--- src/rtl/mnet_axi_pkg.sv ---
// Shared types for the AXI read-port arbiter: FSM state encoding and burst-code width.
package mnet_axi_pkg;

  typedef enum logic [1:0] {
    IDLE,
    ADDR,
    DATA
  } arb_state_e;

  localparam int BURST_CODE_W = 4;

endpackage

--- src/rtl/axi_rd_arbiter_rr_pick.sv ---
// rr_pick: combinational round-robin picker; the first requester at or after ptr wins.
module rr_pick #(
  parameter int NREQ = 2
) (
  input  logic [NREQ-1:0]         req,
  input  logic [$clog2(NREQ)-1:0] ptr,
  output logic [NREQ-1:0]         gnt,
  output logic [$clog2(NREQ)-1:0] idx
);

  localparam int IW = $clog2(NREQ);

  logic found;

  // Scan from ptr with wrap-around; the modulo keeps non-power-of-two NREQ in range.
  always_comb begin
    gnt   = '0;
    idx   = '0;
    found = 1'b0;
    for (int off = 0; off < NREQ; off++) begin
      if (!found && req[(int'(ptr) + off) % NREQ]) begin
        found = 1'b1;
        gnt[(int'(ptr) + off) % NREQ] = 1'b1;
        idx = IW'((int'(ptr) + off) % NREQ);
      end
    end
  end

endmodule

--- src/rtl/axi_rd_arbiter.sv ---
// axi_rd_arbiter: round-robin sharing of one AXI read port (AR+R) among NREQ clients.
// Optional macro RLAST_CHECK_EN adds a beat counter that flags bursts whose rlast is misplaced.
module axi_rd_arbiter
  import mnet_axi_pkg::*;
#(
  parameter int DW    = 32,
  parameter int AW    = 32,
  parameter int NREQ  = 2,
  parameter int BURST = 16
) (
  input  logic                         clk,
  input  logic                         rst,
  input  logic [NREQ-1:0]              req_arvalid,
  input  logic [NREQ*AW-1:0]           req_araddr,
  input  logic [NREQ*BURST_CODE_W-1:0] req_arburst,
  output logic [NREQ-1:0]              req_arready,
  output logic [NREQ-1:0]              req_rvalid,
  output logic [DW-1:0]                req_rdata,
  output logic [NREQ-1:0]              req_rlast,
  output logic                         arvalid,
  output logic [AW-1:0]                araddr,
  output logic [BURST_CODE_W-1:0]      arburst,
  input  logic                         arready,
  input  logic                         rvalid,
  input  logic [DW-1:0]                rdata,
  input  logic                         rlast,
  output logic                         busy,
  output logic [$clog2(NREQ)-1:0]      gnt_id,
  output logic                         err_len
);

  localparam int IW = $clog2(NREQ);

  if (NREQ < 2 || NREQ > 8 || BURST < 1) begin : g_bad_param
    $error("axi_rd_arbiter: NREQ must be 2..8 and BURST at least 1");
  end

  arb_state_e      state;
  logic [IW-1:0]   rr_ptr;
  logic [IW-1:0]   rr_next;
  logic [IW-1:0]   pick_idx;
  logic [NREQ-1:0] pick_onehot;
  logic [NREQ-1:0] gnt_onehot;

  rr_pick #(.NREQ(NREQ)) u_pick (
    .req (req_arvalid),
    .ptr (rr_ptr),
    .gnt (pick_onehot),
    .idx (pick_idx)
  );

  assign gnt_onehot = NREQ'(1) << gnt_id;
  assign rr_next    = (gnt_id == IW'(NREQ - 1)) ? '0 : gnt_id + IW'(1);

  always_ff @(posedge clk) begin
    if (rst) begin
      state   <= IDLE;
      rr_ptr  <= '0;
      gnt_id  <= '0;
      arvalid <= 1'b0;
      araddr  <= '0;
      arburst <= '0;
    end else begin
      case (state)
        IDLE: begin
          if (|pick_onehot) begin
            gnt_id  <= pick_idx;
            araddr  <= req_araddr[int'(pick_idx)*AW +: AW];
            arburst <= req_arburst[int'(pick_idx)*BURST_CODE_W +: BURST_CODE_W];
            arvalid <= 1'b1;
            state   <= ADDR;
          end
        end
        ADDR: begin
          if (arready) begin
            arvalid <= 1'b0;
            state   <= DATA;
          end
        end
        DATA: begin
          // Pointer moves past the finished client so the others get the next turn.
          if (rvalid && rlast) begin
            rr_ptr <= rr_next;
            state  <= IDLE;
          end
        end
        default: state <= IDLE;
      endcase
    end
  end

  // Handshake and beat routing are zero-latency; beats outside DATA go nowhere.
  assign busy        = (state != IDLE);
  assign req_arready = (state == ADDR && arready) ? gnt_onehot : '0;
  assign req_rvalid  = (state == DATA && rvalid) ? gnt_onehot : '0;
  assign req_rlast   = (state == DATA && rvalid && rlast) ? gnt_onehot : '0;
  assign req_rdata   = (state == DATA) ? rdata : '0;

`ifdef RLAST_CHECK_EN
  localparam int CW = $clog2(BURST) + 1;

  logic [CW-1:0] beat_cnt;
  logic [CW-1:0] beat_num;

  assign beat_num = beat_cnt + CW'(1);

  // Counter is zeroed while waiting in ADDR, so every burst starts counting at beat 1.
  always_ff @(posedge clk) begin
    if (rst) begin
      beat_cnt <= '0;
      err_len  <= 1'b0;
    end else begin
      err_len <= 1'b0;
      if (state == ADDR) begin
        beat_cnt <= '0;
      end else if (state == DATA && rvalid) begin
        beat_cnt <= beat_num;
        err_len  <= (rlast != (beat_num == CW'(BURST)));
      end
    end
  end
`else
  assign err_len = 1'b0;
`endif

endmodule

--- config.mk ---
export PLATFORM = sky130hd
export DESIGN_NAME = axi_rd_arbiter
export DESIGN_NICKNAME = d
export VERILOG_FILES = /design/src/rtl/mnet_axi_pkg.sv /design/src/rtl/axi_rd_arbiter_rr_pick.sv /design/src/rtl/axi_rd_arbiter.sv
export SDC_FILE = /design/constraint.sdc
export NUM_CORES = 1
export LEC_CHECK = 0
export BUFFER_PORTS_ARGS = -buffer_cell sky130_fd_sc_hd__buf_4
export CAP_MARGIN = 20
export CORE_ASPECT_RATIO = 0.8
export CORE_MARGIN = 2
export CORE_UTILIZATION = 25
export CTS_CLUSTER_DIAMETER = 120
export DETAILED_ROUTE_END_ITERATION = 16
export GPL_TIMING_DRIVEN = 0
export SLEW_MARGIN = 5
export SYNTH_ARGS = -nofsm -noshare
export SYNTH_HDL_FRONTEND = slang
export SYNTH_SLANG_ARGS = --single-unit
--- constraint.sdc ---
create_clock -name clk -period 2.79 [get_ports clk]
set_input_delay 0.4185 -clock clk [delete_from_list [all_inputs] [get_ports clk]]
set_output_delay 0.4185 -clock clk [all_outputs]
set_load 0.05 [all_outputs]
== After elaboration in Yosys (flattened, before gate mapping) ==
Index checks and enable logic that the tools add are counted.
Operators by class
  $add $sub $neg: 2
  reduce and logical (&&, ||, !) cells: 16
  mux-type cells: 26
  order comparisons: 4
  eq/ne operators: 5
  bitwise operators: 2
  shift operators: 3
Operators by type and width (number)
  variable part select 64 x 7 -> 32 bit: 1
  2-to-1 mux 32 bit: 1
  2-to-1 mux 2 bit: 8
  2-to-1 mux 1 bit: 13
  variable part select 8 x 4 -> 4 bit: 1
  logical AND 1 bit: 7
  inequality test 2 bit, second input constant: 3
  case mux 2 bit (3 select lines): 1
  AND reduction 3 bit: 2
  AND reduction 2 bit: 2
  nonzero test 2 bit: 2
  < comparator 2 x 3 -> 1 bit, second input constant: 1
  adder 1 bit, second input constant: 2
  demux 1 bit (select 1 bit): 2
  == test 2 x 1 -> 1 bit, second input constant: 1
  == test 2 bit, second input constant: 1
  >= comparator 2 x 1 -> 1 bit, second input constant: 1
  logical NOT 2 bit: 1
  < comparator 1 x 2 -> 1 bit, second input constant: 1
  OR 2 bit: 1
  case mux 1 bit (2 select lines): 1
  OR reduction 2 bit: 1
  left shift 1 x 1 -> 2 bit, first input constant: 1
  bitwise AND 1 bit, first input constant: 1
  other kinds (2): 2
Storage, ports and cells
  register bits: 41
  output and inout bits: 78
  word-level logic and storage cells: 64
  input port bits: 111

== Logic depth before layout (Yosys ltp) ==
  depth after elaboration: 11
  gate-level depth with buffers: 5
  gate-level depth less buffers: 4

== Hierarchy ==
Synthesis repeated with hierarchy kept, for this count alone.
Unflattened totals
  cell total of the unflattened synthesis: 238
  area total of the unflattened synthesis: 2299.7 um^2
By module, submodules not included
  axi_rd_arbiter: cells each 234, area each 2269.7 um^2, times used 1
  rr_pick: cells each 4, area each 30.0 um^2, times used 1

== Worst setup path after synthesis ==
Ideal clock, no wire load.
  path type: flip-flop to output port
  from: reg state[1]
  to: out req_rlast[0]
  stages on the path, launching flop included: 4
  data required time: 2372 ps
  data arrival time: 1832 ps
  path slack: 539 ps
  path buffers: 1
  cells stage by stage: dfxtp_1 > nor2b_1 > buf_2 > nor3b_1
Between the ends
  cells in the longest elaborated chain, start to end: 4
RTL lines
  start: declaration: line axi_rd_arbiter.sv:38  | arb_state_e state;
  start signal: assignment: line axi_rd_arbiter.sv:57  | state <= IDLE;
  start signal: assignment: line axi_rd_arbiter.sv:71  | state <= ADDR;
  start signal: assignment: line axi_rd_arbiter.sv:77  | state <= DATA;
  == test 2 bit: line axi_rd_arbiter.sv:96  | assign req_rlast = (state == DATA && rvalid && rlast) ? gnt_onehot : '0;
  logical AND 1 bit (2 in series): line axi_rd_arbiter.sv:96
  2-to-1 mux 2 bit: line axi_rd_arbiter.sv:96
  end: declaration: line axi_rd_arbiter.sv:19  | output logic [NREQ-1:0] req_rlast,
Every way passes these cells.

== Worst setup path after layout ==
  from: reg state[1]
  to: out req_rvalid[1]
Between the ends
  cells in the longest elaborated chain, start to end: 3
RTL lines
  == test 2 bit: line axi_rd_arbiter.sv:95  | assign req_rvalid = (state == DATA && rvalid) ? gnt_onehot : '0;
  logical AND 1 bit: line axi_rd_arbiter.sv:95
  2-to-1 mux 2 bit: line axi_rd_arbiter.sv:95
  end: declaration: line axi_rd_arbiter.sv:17  | output logic [NREQ-1:0] req_rvalid,
Every way passes these cells.

==> flow_metrics.py <==
metrics = {
    "layout": {
        "postLayoutCoreUtil_pct": 44.3,
        "multi_input_area_um2": 1230,
        "nets": 588,
        "final_cells": 593,
        "layout-drive-gt1-share_pct": 47.3,
        "n_antenna_cell": 0,
        "register_area_um2": 821,
        "area_delta_synth_final_pct": 74.6,
        "fillers": 936,
        "design_area_um2": 3960,
    },
    "critical_path": {
        "critPathLaunchType": "flop",
        "required_ns": 2.37,
        "cpMaxStageDelayCell": "dfxtp_1",
        "reg2reg_depth": 5,
        "critPathKind": "reg2out",
        "r2r_end": "araddr[29]",
        "slowest_delay_ns": 0.39,
        "crit_fanout": 10,
        "crit_path_end_kind": "output pin",
        "cp.arrival_ns": 1.71,
        "crit_chain": "nor2b_1 -> buf_2 -> clkbuf_1 -> nand2_1 -> nor2_1 -> buf_4",
        "timing.rr.start": "state[0]",
        "r2r_setup_slack_ns": 1.39,
    },
    "synth": {
        "syn_nets": 394,
        "ys_types": 29,
        "syn_avg_cell_area_um2": 8.01,
        "syn_area_um2": 2270,
        "synth_cells": 283,
        "seq_area_frac_synth_pct": 36.2,
        "synth_warnings": 0,
        "ys_ff_latch": 41,
    },
    "drt": {
        "routed_wl_um": 9030,
        "drc": 0,
        "antenna_left": 0,
        "vias": 2942,
        "avgViaCountPerCell": 4.96,
        "firstDrtPassIters": 4,
        "wl_per_cell_um": 15.2,
        "drt-initial-drc-count": 154,
    },
    "global_route": {
        "gr-total-overflow": 0,
        "groute.usage.overall_pct": 17.1,
        "grt_pass1_vias": 2705,
        "antenna_found_initial": 0,
        "grt_pass1_wl_um": 13700,
        "grt_max_degree": 14,
    },
    "sta": {
        "maxSlewViolCount": 0,
        "worst_slack_ns": 0.661,
        "rsz0062_at_grt": "no",
        "timing.final.crit_share_pct": 76.3,
        "max_slew_margin_pct": 66.6,
        "clock_skew_ns": 0.00698,
        "timing.fmax_ghz": 0.470,
        "worst_pin_slew_ns": 0.501,
        "setup_viol": 0,
        "tns_ns": 0,
        "hold_viol_final": 0,
        "layout_min_cycle_time_ns": 2.13,
        "whs_ns": 0.357,
    },
    "floorplanning": {
        "die-area_um2": 9850,
        "fp.dieW_um": 110,
        "num_rows": 31,
        "ios": 189,
        "core_area_um2": 8920,
        "start_util_pct": 25.4,
        "die_h_um": 89.2,
    },
    "clock_tree": {
        "cts_sinks": 41,
        "cts_max_level": 2,
        "cts.repair.resized": 0,
        "insertion_delay_ns": 0.28,
        "ctsHoldBuffers": 0,
        "clockBufferDepth": 2,
        "cts-buffers-inserted": 5,
        "cts_root_buf": "clkbuf_16",
        "cts_tree": "yes",
        "postCtsSetupRepairBufs": 0,
        "clk_pin_slew_worst_paths_ns": 0.06,
    },
    "power": {
        "p_leak_nw": 1.81,
        "power_density_nw_per_um2": 531,
        "ir_drop_uv": 243,
        "fin_total_pwr_mw": 2.10,
    },
    "place": {
        "dp.cells": 585,
        "preCtsSetupSlack_ns": 0.954,
        "hpwl_um": 6960,
        "portBuffers": 187,
        "place_area_um2": 3810,
        "gp_congestion": 0.752,
    },
    "worst_hold_path": {
        "min_path_type": "in2reg",
        "min_path_cells": 2,
        "min_to": "state[0]",
        "hp-start": "arready",
    },
    "run_status": {
        "outcome": "complete, no violations",
    },
    "job": {
        "drv_cap": 0,
    },
}
[state kept, by name, summed over array words and instances (netlist names)]
name / cells
araddr: 32
arvalid: 1
gnt_id: 1
rr_ptr: 1
state: 2
arburst: 4
[cell usage in the layout (no fill, tap or decap), drive strengths merged]
cell type / n
a2111oi: 1
a21oi: 38
a22oi: 1
a311oi: 36
a31oi: 1
and2: 32
and4: 1
buf: 212
clkbuf: 15
clkinv: 2
clkinvlp: 1
conb: 1
dfxtp: 41
inv: 3
nand2: 3
nand2b: 1
nand3: 37
nand3b: 1
nor2: 9
nor2b: 2
nor3: 1
nor3b: 1
o21ai: 37
or2: 1
[report_power, final]
group / leakage (nW) / switching [mW] / internal, mW
registers: 0.340 / 0.0412 / 0.654
logic: 1.40 / 0.518 / 0.312
clock network: 0.0696 / 0.248 / 0.329
[final cells by class]
class	instances	area share [%]
Buffer	35	5.19
Clock buffer	5	3.16
Clock inverter	3	0.443
Inverter	3	0.285
Multi-Input combinational cell	204	31.1
Sequential cell	41	20.7
Tap cell	115	3.64
Timing Repair Buffer	187	35.5
[metal layers]
| metal | wire [um] | track usage, % | vias up |
|---|---|---|---|
| met5 | 0 | 0 | - |
| met4 | 81 | 3.75 | 0 |
| met3 | 517 | 4.20 | 8 |
| met2 | 4450 | 28.9 | 106 |
| met1 | 3980 | 22.4 | 1387 |
| li1 | - | - | 1441 |
[Yosys cell counts, drive strengths merged]
cell type / count / area share, %
a2111oi: 1 / 0.39
a21oi: 38 / 8.4
a22oi: 1 / 0.33
a311oi: 36 / 14
a31oi: 1 / 0.28
and2: 32 / 8.8
and4: 1 / 0.39
buf: 25 / 7.3
clkbuf: 10 / 1.7
conb: 1 / 0.17
dfxtp: 41 / 36
inv: 3 / 0.50
nand2: 3 / 0.50
nand2b: 1 / 0.28
nand3: 37 / 8.2
nand3b: 1 / 0.33
nor2: 9 / 2.2
nor2b: 2 / 0.55
nor3: 1 / 0.22
nor3b: 1 / 0.33
o21ai: 37 / 8.2
or2: 1 / 0.28
[critical path, delay by kind of cell, from the launching register on]
| kind | cells | cell delay, ns |
|---|---|---|
| buffers and inverters | 3 | 0.68 |
| DFF | 1 | 0.39 |
| and+or+nand+nor | 3 | 0.36 |
[cell families (layout without fill, tap and decap cells)]
logic type      count (synthesis)  after routing  synth area share, %
other cells                     1              1                0.165
simple gates                   89             89                 22.0
compound gates                114            114                 32.0
flops                          41             41                 36.2
buf+inv                        38            233                 9.55
[worst max-delay path by stage]
stage / from / to / slack (ns) / cells past startpoint
floorplan: state[1] / req_rlast[0] / 0.54 / 3
global placement: state[1] / req_rdata[27] / 0.96 / 5
detailed placement: state[1] / req_rvalid[1] / 0.95 / 6
CTS: state[1] / req_rvalid[1] / 0.64 / 6
global route: state[1] / req_rvalid[1] / 0.47 / 6
finish: state[1] / req_rvalid[1] / 0.66 / 6
(Power assumes the default switching activity.)
